`src/rtl/fifo_rd_ctrl.sv`:
```
// fifo_rd_ctrl: read-side FIFO controller, 1-cycle sync storage read, 2-entry skid output stage.
// Optional synchronous flush input enabled by defining FIFO_RD_FLUSH_EN.
module fifo_rd_ctrl #(
    parameter int DATA_WIDTH = 8,
    parameter int ADDR_WIDTH = 4
) (
    input  logic                  clk,
    input  logic                  rst_,
    input  logic [ADDR_WIDTH:0]   wr_ptr,
    output logic [ADDR_WIDTH:0]   rd_ptr,
    output logic                  mem_ren,
    output logic [ADDR_WIDTH-1:0] mem_raddr,
    input  logic [DATA_WIDTH-1:0] mem_rdata,
    output logic [DATA_WIDTH-1:0] rd_data,
    output logic                  rd_valid,
    input  logic                  rd_ready,
    output logic                  empty,
    output logic [ADDR_WIDTH+1:0] level
`ifdef FIFO_RD_FLUSH_EN
    ,
    input  logic                  flush
`endif
);
    typedef enum logic [1:0] {S0, S1, S2} state_t;
    state_t state, state_n;
    logic [DATA_WIDTH-1:0] skid_data, out_n, skid_n;
    logic [ADDR_WIDTH:0] diff;
    logic [1:0] occ;
    logic inflight, avail, pop, fl;
`ifdef FIFO_RD_FLUSH_EN
    assign fl = flush;
`else
    assign fl = 1'b0;
`endif
    assign avail     = wr_ptr != rd_ptr;
    assign rd_valid  = state != S0;
    assign pop       = rd_valid & rd_ready;
    // state encoding equals output-stage occupancy
    assign occ       = 2'(state) + 2'(inflight);
    assign mem_ren   = !fl & avail & ((occ - 2'(pop)) < 2'd2);
    assign mem_raddr = rd_ptr[ADDR_WIDTH-1:0];
    assign empty     = !avail & (occ == 2'd0);
    assign diff      = wr_ptr - rd_ptr;
    assign level     = {1'b0, diff} + {{ADDR_WIDTH{1'b0}}, occ};
    always_ff @(posedge clk or negedge rst_) begin
        if (!rst_) begin
            state     <= S0;
            rd_ptr    <= '0;
            inflight  <= 1'b0;
            rd_data   <= '0;
            skid_data <= '0;
        end else begin
            state     <= state_n;
            rd_ptr    <= fl ? wr_ptr : rd_ptr + (ADDR_WIDTH+1)'(mem_ren);
            inflight  <= mem_ren;
            rd_data   <= out_n;
            skid_data <= skid_n;
        end
    end
    always_comb begin
        state_n = state;
        out_n   = rd_data;
        skid_n  = skid_data;
        if (fl) begin
            state_n = S0;
            out_n   = '0;
            skid_n  = '0;
        end else begin
            case (state)
                S0: if (inflight) begin
                    state_n = S1;
                    out_n   = mem_rdata;
                end
                S1: if (inflight) begin
                    if (pop) out_n = mem_rdata;
                    else begin
                        skid_n  = mem_rdata;
                        state_n = S2;
                    end
                end else if (pop) state_n = S0;
                S2: if (pop) begin
                    out_n = skid_data;
                    if (inflight) skid_n = mem_rdata;
                    else state_n = S1;
                end
                default: state_n = S0;
            endcase
        end
    end
endmodule

```
`config.mk`:
```
export PLATFORM = sky130hd
export DESIGN_NAME = fifo_rd_ctrl
export DESIGN_NICKNAME = d
export VERILOG_FILES = /design/src/rtl/fifo_rd_ctrl.sv
export SDC_FILE = /design/constraint.sdc
export NUM_CORES = 1
export LEC_CHECK = 0
export BUFFER_PORTS_ARGS = -buffer_cell sky130_fd_sc_hd__buf_2
export CORE_MARGIN = 1
export CORE_UTILIZATION = 45
export CTS_BUF_LIST = sky130_fd_sc_hd__clkbuf_16
export DETAILED_ROUTE_END_ITERATION = 8
export GPL_TIMING_DRIVEN = 0
export PLACE_DENSITY = 0.81
export REMOVE_ABC_BUFFERS = 1
export SYNTH_ARGS = -nofsm -noshare
export SYNTH_HDL_FRONTEND = slang
export SYNTH_SLANG_ARGS = --single-unit
```
`constraint.sdc`:
```
create_clock -name clk -period 2.7 [get_ports clk]
set_input_delay 0.54 -clock clk [delete_from_list [all_inputs] [get_ports clk]]
set_output_delay 0.54 -clock clk [all_outputs]
set_load 0.1 [all_outputs]
```
# Yosys cells after proc, flatten, opt, wreduce, memory -nomap -nowiden
# Cells that the tools add are included.
# classes
add_sub_neg,5
magnitude_cmp,1
eq_ne,12
n_mux,16
n_bitwise,3
n_reduce_logical,9
# op_table
op,n
2-to-1 mux 8 bit,7
one-hot mux 8 bit (3 select lines),1
one-hot mux 8 bit (2 select lines),1
AND reduction 5 bit,3
"inequality test 2 bit, second input constant",7
2-to-1 mux 2 bit,6
adder 5 x 2 -> 6 bit,1
"inequality test 3 bit, second input constant",2
one-hot mux 2 bit (3 select lines),1
adder 5 x 1 -> 5 bit,1
inequality test 5 bit,1
subtractor 5 bit,1
logical NOT 2 bit,2
nonzero test 2 bit,2
AND 1 bit,3
nonzero test 3 bit,1
adder 2 x 1 -> 2 bit,1
"equality test 2 x 1 -> 1 bit, second input constant",1
"equality test 2 bit, second input constant",1
"< comparator 2 bit, second input constant",1
subtractor 2 x 1 -> 2 bit,1
logical NOT 1 bit,1
# word_totals
register_bits,24
in_bits,16
output_inout_bits,26
elab_cells,51

# Depth between registers and ports, before layout
# depth
ltp_word,6
mapped_depth,9

# Least setup slack after synthesis
# Ideal clock, no wire load.
# synth_path
path_type,reg-to-output
startpoint,register rd_ptr[0]
endpoint,output port level[4]
arrival_time_ns,3.870
setup_slack_ns,-1.710
path_stages_with_launch,8
path_buffers,0
cell_sequence,dfrtp_1 -> ha_1 -> inv_1 -> fa_1 -> fa_1 -> nor3b_1 -> mux2i_1 -> xnor2_1
# synth_via
elab_chain_cells,2
# synth_rtl
element,line_no,source
"start, declared",10,"output logic [ADDR_WIDTH:0] rd_ptr,"
"start signal, assigned",54,rd_ptr <= fl ? wr_ptr : rd_ptr + (ADDR_WIDTH+1)'(mem_ren);
subtractor 5 bit,43,assign diff = wr_ptr - rd_ptr;
adder 5 x 2 -> 6 bit,44,"assign level = {1'b0, diff} + {{ADDR_WIDTH{1'b0}}, occ};"
"end, declared",18,output logic [ADDR_WIDTH+1:0] level
# Every way passes these cells.

# Worst setup path in the final report
# Same ends and word-level chain as after synthesis.

==> impl_metrics.json <==
{
  "status": "finished, violations left",
  "violations": "setup timing",
  "setup_tns_ns": -0.834,
  "antenna_found_initial": 0,
  "startpoint_type": "register",
  "slew_headroom": 0.368,
  "core_area_um2": 3080,
  "rsz0062_at_grt": "yes",
  "hold_slack_ns": 0.247,
  "finalSetupViolCount": 4,
  "grt_pass1_wl_um": 5000,
  "start_util": 0.475,
  "worstSetupPathType": "register to output pin",
  "yosysSeqAreaShare": 0.411,
  "cts_tree": "yes",
  "muxShareOfSynthArea": 0.151,
  "grt-ovfl-total": 0,
  "rr_startpoint": "rd_ptr[3]$_DFF_PN0_",
  "clock_skew_ns": 0.00169,
  "cts.sinks": 24,
  "avgSynthCellArea_um2": 11.3,
  "path_max_fanout": 3,
  "hold_viol": 0,
  "crit_buf_inv": 2,
  "synth-simple-area-share": 0.115,
  "path_clk_slew_ns": 0.06,
  "via_count": 1081,
  "n_antenna_cell": 0,
  "ant_nets": 0,
  "root_buffer": "clkbuf_16",
  "dieHeight_um": 59.0,
  "hpwl_um": 2240,
  "nNetsFinal": 198,
  "layout_common_cells": "33 x buf_2, 23 x dfrtp_1, 11 x a21oi_1, 10 x nor2_1, 10 x mux2i_1",
  "routedWlPerCell_um": 14.3,
  "rrSetupSlack_ns": 0.52,
  "htree_levels": 1,
  "nFillCells": 270,
  "max_freq_mhz": 332,
  "dieArea_um2": 3480,
  "grt_max_degree": 25,
  "globalplace.congestion": 0.774,
  "place_ws_ns": -0.607,
  "synth_xor_area_frac": 0.0659,
  "layout_min_cycle_time_ns": 3.01,
  "r2r_cells": 9,
  "cts_max_path_buffers": 2,
  "io_pins": 42,
  "synth_top_family_by_area": "multiplexers",
  "rr_endpoint": "rd_ptr[4]$_DFF_PN0_",
  "worstMarginPinSlew_ns": 0.946,
  "mostFrequentLayoutCell": "buf_2",
  "hold_buffers": 0,
  "synth_compound_area_frac": 0.0967,
  "firstDrtPassIters": 3,
  "die_w_um": 59.0,
  "clock_latency_ns": 0.26,
  "stdcell_count": 214,
  "cp.arrival_ns": 2.47,
  "syn_to_final_growth_pct": 31.1,
  "drc": 0,
  "cp_data_required_time_ns": 2.16,
  "vias_per_cell": 5.05,
  "ys_ff_latch": 24,
  "grt_usage": 0.196,
  "setup_slack_ns": -0.313,
  "path_cells": "ha_4 > inv_2 > fa_1 > fa_2 > nor3b_2 > mux2i_1 > xnor2_1 > buf_6",
  "slew_viol_final": 0,
  "endpoint_kind": "output pin",
  "dp.cells": 207,
  "portBuffers": 41,
  "cts_buffers": 3,
  "synth-adder-area-share": 0.104,
  "rows": 20,
  "grt_pass1_vias": 1150,
  "yosysWarnings": 0,
  "syn_inst": 129,
  "critPathTopFamily": "adder cells",
  "period_share": 1.12,
  "syn_area_um2": 1460,
  "hold_path.class": "input pin to asynchronous set/reset pin",
  "synth_cell_types": 34,
  "drt-total-wl_um": 3050,
  "drt_iter0_markers": 14,
  "slowest_delay_ns": 0.45,
  "cpMaxStageDelayCell": "fa_1",
  "drive_above_1_share": 0.441,
  "cap_violations": 0
}
==> layer usage <==
metal  track usage  wire, µm
met5             0         0
met4        0.0816        50
met3        0.0371       148
met2         0.369      1660
met1         0.213      1200
==> how the worst max path moves through the flow <==
| stage | start | endpoint | cells after the start | slack (ns) |
|---|---|---|---|---|
| global placement | wr_ptr[0] | level[4] | 10 | -0.56 |
| CTS | rd_ptr[0]$_DFF_PN0_ | level[4] | 8 | -0.33 |
| finish | rd_ptr[0]$_DFF_PN0_ | level[4] | 8 | -0.31 |
| floorplan | rd_ptr[0]$_DFF_PN0_ | level[4] | 7 | -2.35 |
| detailed placement | wr_ptr[0] | level[4] | 10 | -0.61 |
| global route | rd_ptr[0]$_DFF_PN0_ | level[4] | 8 | -0.40 |
==> state kept, by name, summed over array words and instances, names as in the netlist <==
| register | cells |
|---|---|
| rd_ptr | 5 |
| state | 2 |
| skid_data | 8 |
| inflight | 1 |
| rd_data | 8 |
==> per-stage QoR <==
stage           util  instance area (µm²)
2_1_floorplan      -                 1410
3_3_place_gp   0.542                 1670
3_5_place_dp   0.542                 1670
4_1_cts        0.615                 1890
5_1_grt        0.623                 1920
6_report       0.623                 1920
==> worst register-to-register path: stages, from the launching register on <==
cell and delay, ns:
dfrtp_1 0.43, inv_1 0.06, ha_1 0.41, and2_1 0.21
nand4_1 0.15, o21a_1 0.18, ha_1 0.23, ha_1 0.21
nand3_1 0.10, xnor2_1 0.12
==> cell type report <==
| type | instances | area (µm²) | area share |
|---|---|---|---|
| clock buffers | 3 | 75.1 | 0.0391 |
| flip-flops and latches | 24 | 602 | 0.314 |
| multi-input cells | 90 | 828 | 0.432 |
| inverters | 8 | 32.5 | 0.0170 |
| well taps | 44 | 55.1 | 0.0287 |
| repair buffers | 44 | 295 | 0.154 |
| clock inverters | 1 | 30.0 | 0.0157 |
==> cell usage after synthesis <==
cell type | count | area (µm²)
a21oi_1 | 11 | 55.1
a21oi_2 | 2 | 17.5
a221oi_2 | 1 | 15.0
and2_1 | 1 | 6.26
and2b_1 | 1 | 7.51
and3_1 | 2 | 12.5
buf_2 | 1 | 5.00
buf_4 | 5 | 37.5
buf_6 | 1 | 11.3
dfrtp_1 | 24 | 601
fa_1 | 2 | 40.0
ha_1 | 9 | 113
inv_1 | 8 | 30.0
mux2_4 | 8 | 120
mux2i_1 | 10 | 100
nand2_1 | 3 | 11.3
nand2b_1 | 1 | 6.26
nand3_1 | 2 | 10.0
nand3b_1 | 1 | 7.51
nand4_1 | 1 | 6.26
nor2_1 | 10 | 37.5
nor2_2 | 2 | 12.5
nor2b_1 | 3 | 18.8
nor3_1 | 1 | 5.00
nor3b_1 | 1 | 7.51
nor3b_2 | 1 | 12.5
o21a_1 | 1 | 7.51
o21ai_4 | 1 | 16.3
o22ai_1 | 1 | 6.26
o2bb2ai_2 | 1 | 15.0
o32ai_1 | 1 | 8.76
or2_2 | 1 | 6.26
xnor2_1 | 7 | 61.3
xor2_1 | 4 | 35.0
==> what timing repair did <==
item	in CTS	in global routing
buffers inserted	3	0
pin swaps	7	2
gates resized for setup	24	8
setup endpoints to repair	6	7
==> cell families after synthesis <==
logic type | after synthesis
XOR/XNOR | 11
flip-flops | 24
multiplexers | 18
buffers and inverters | 15
adder cells (fa/ha/maj) | 11
AO/OA/AOI/OAI | 19
AND/OR/NAND/NOR | 31
Power is left out: the tool's default activity adds up to more than one toggle a clock period on the data nets, which glitch-free logic cannot reach.
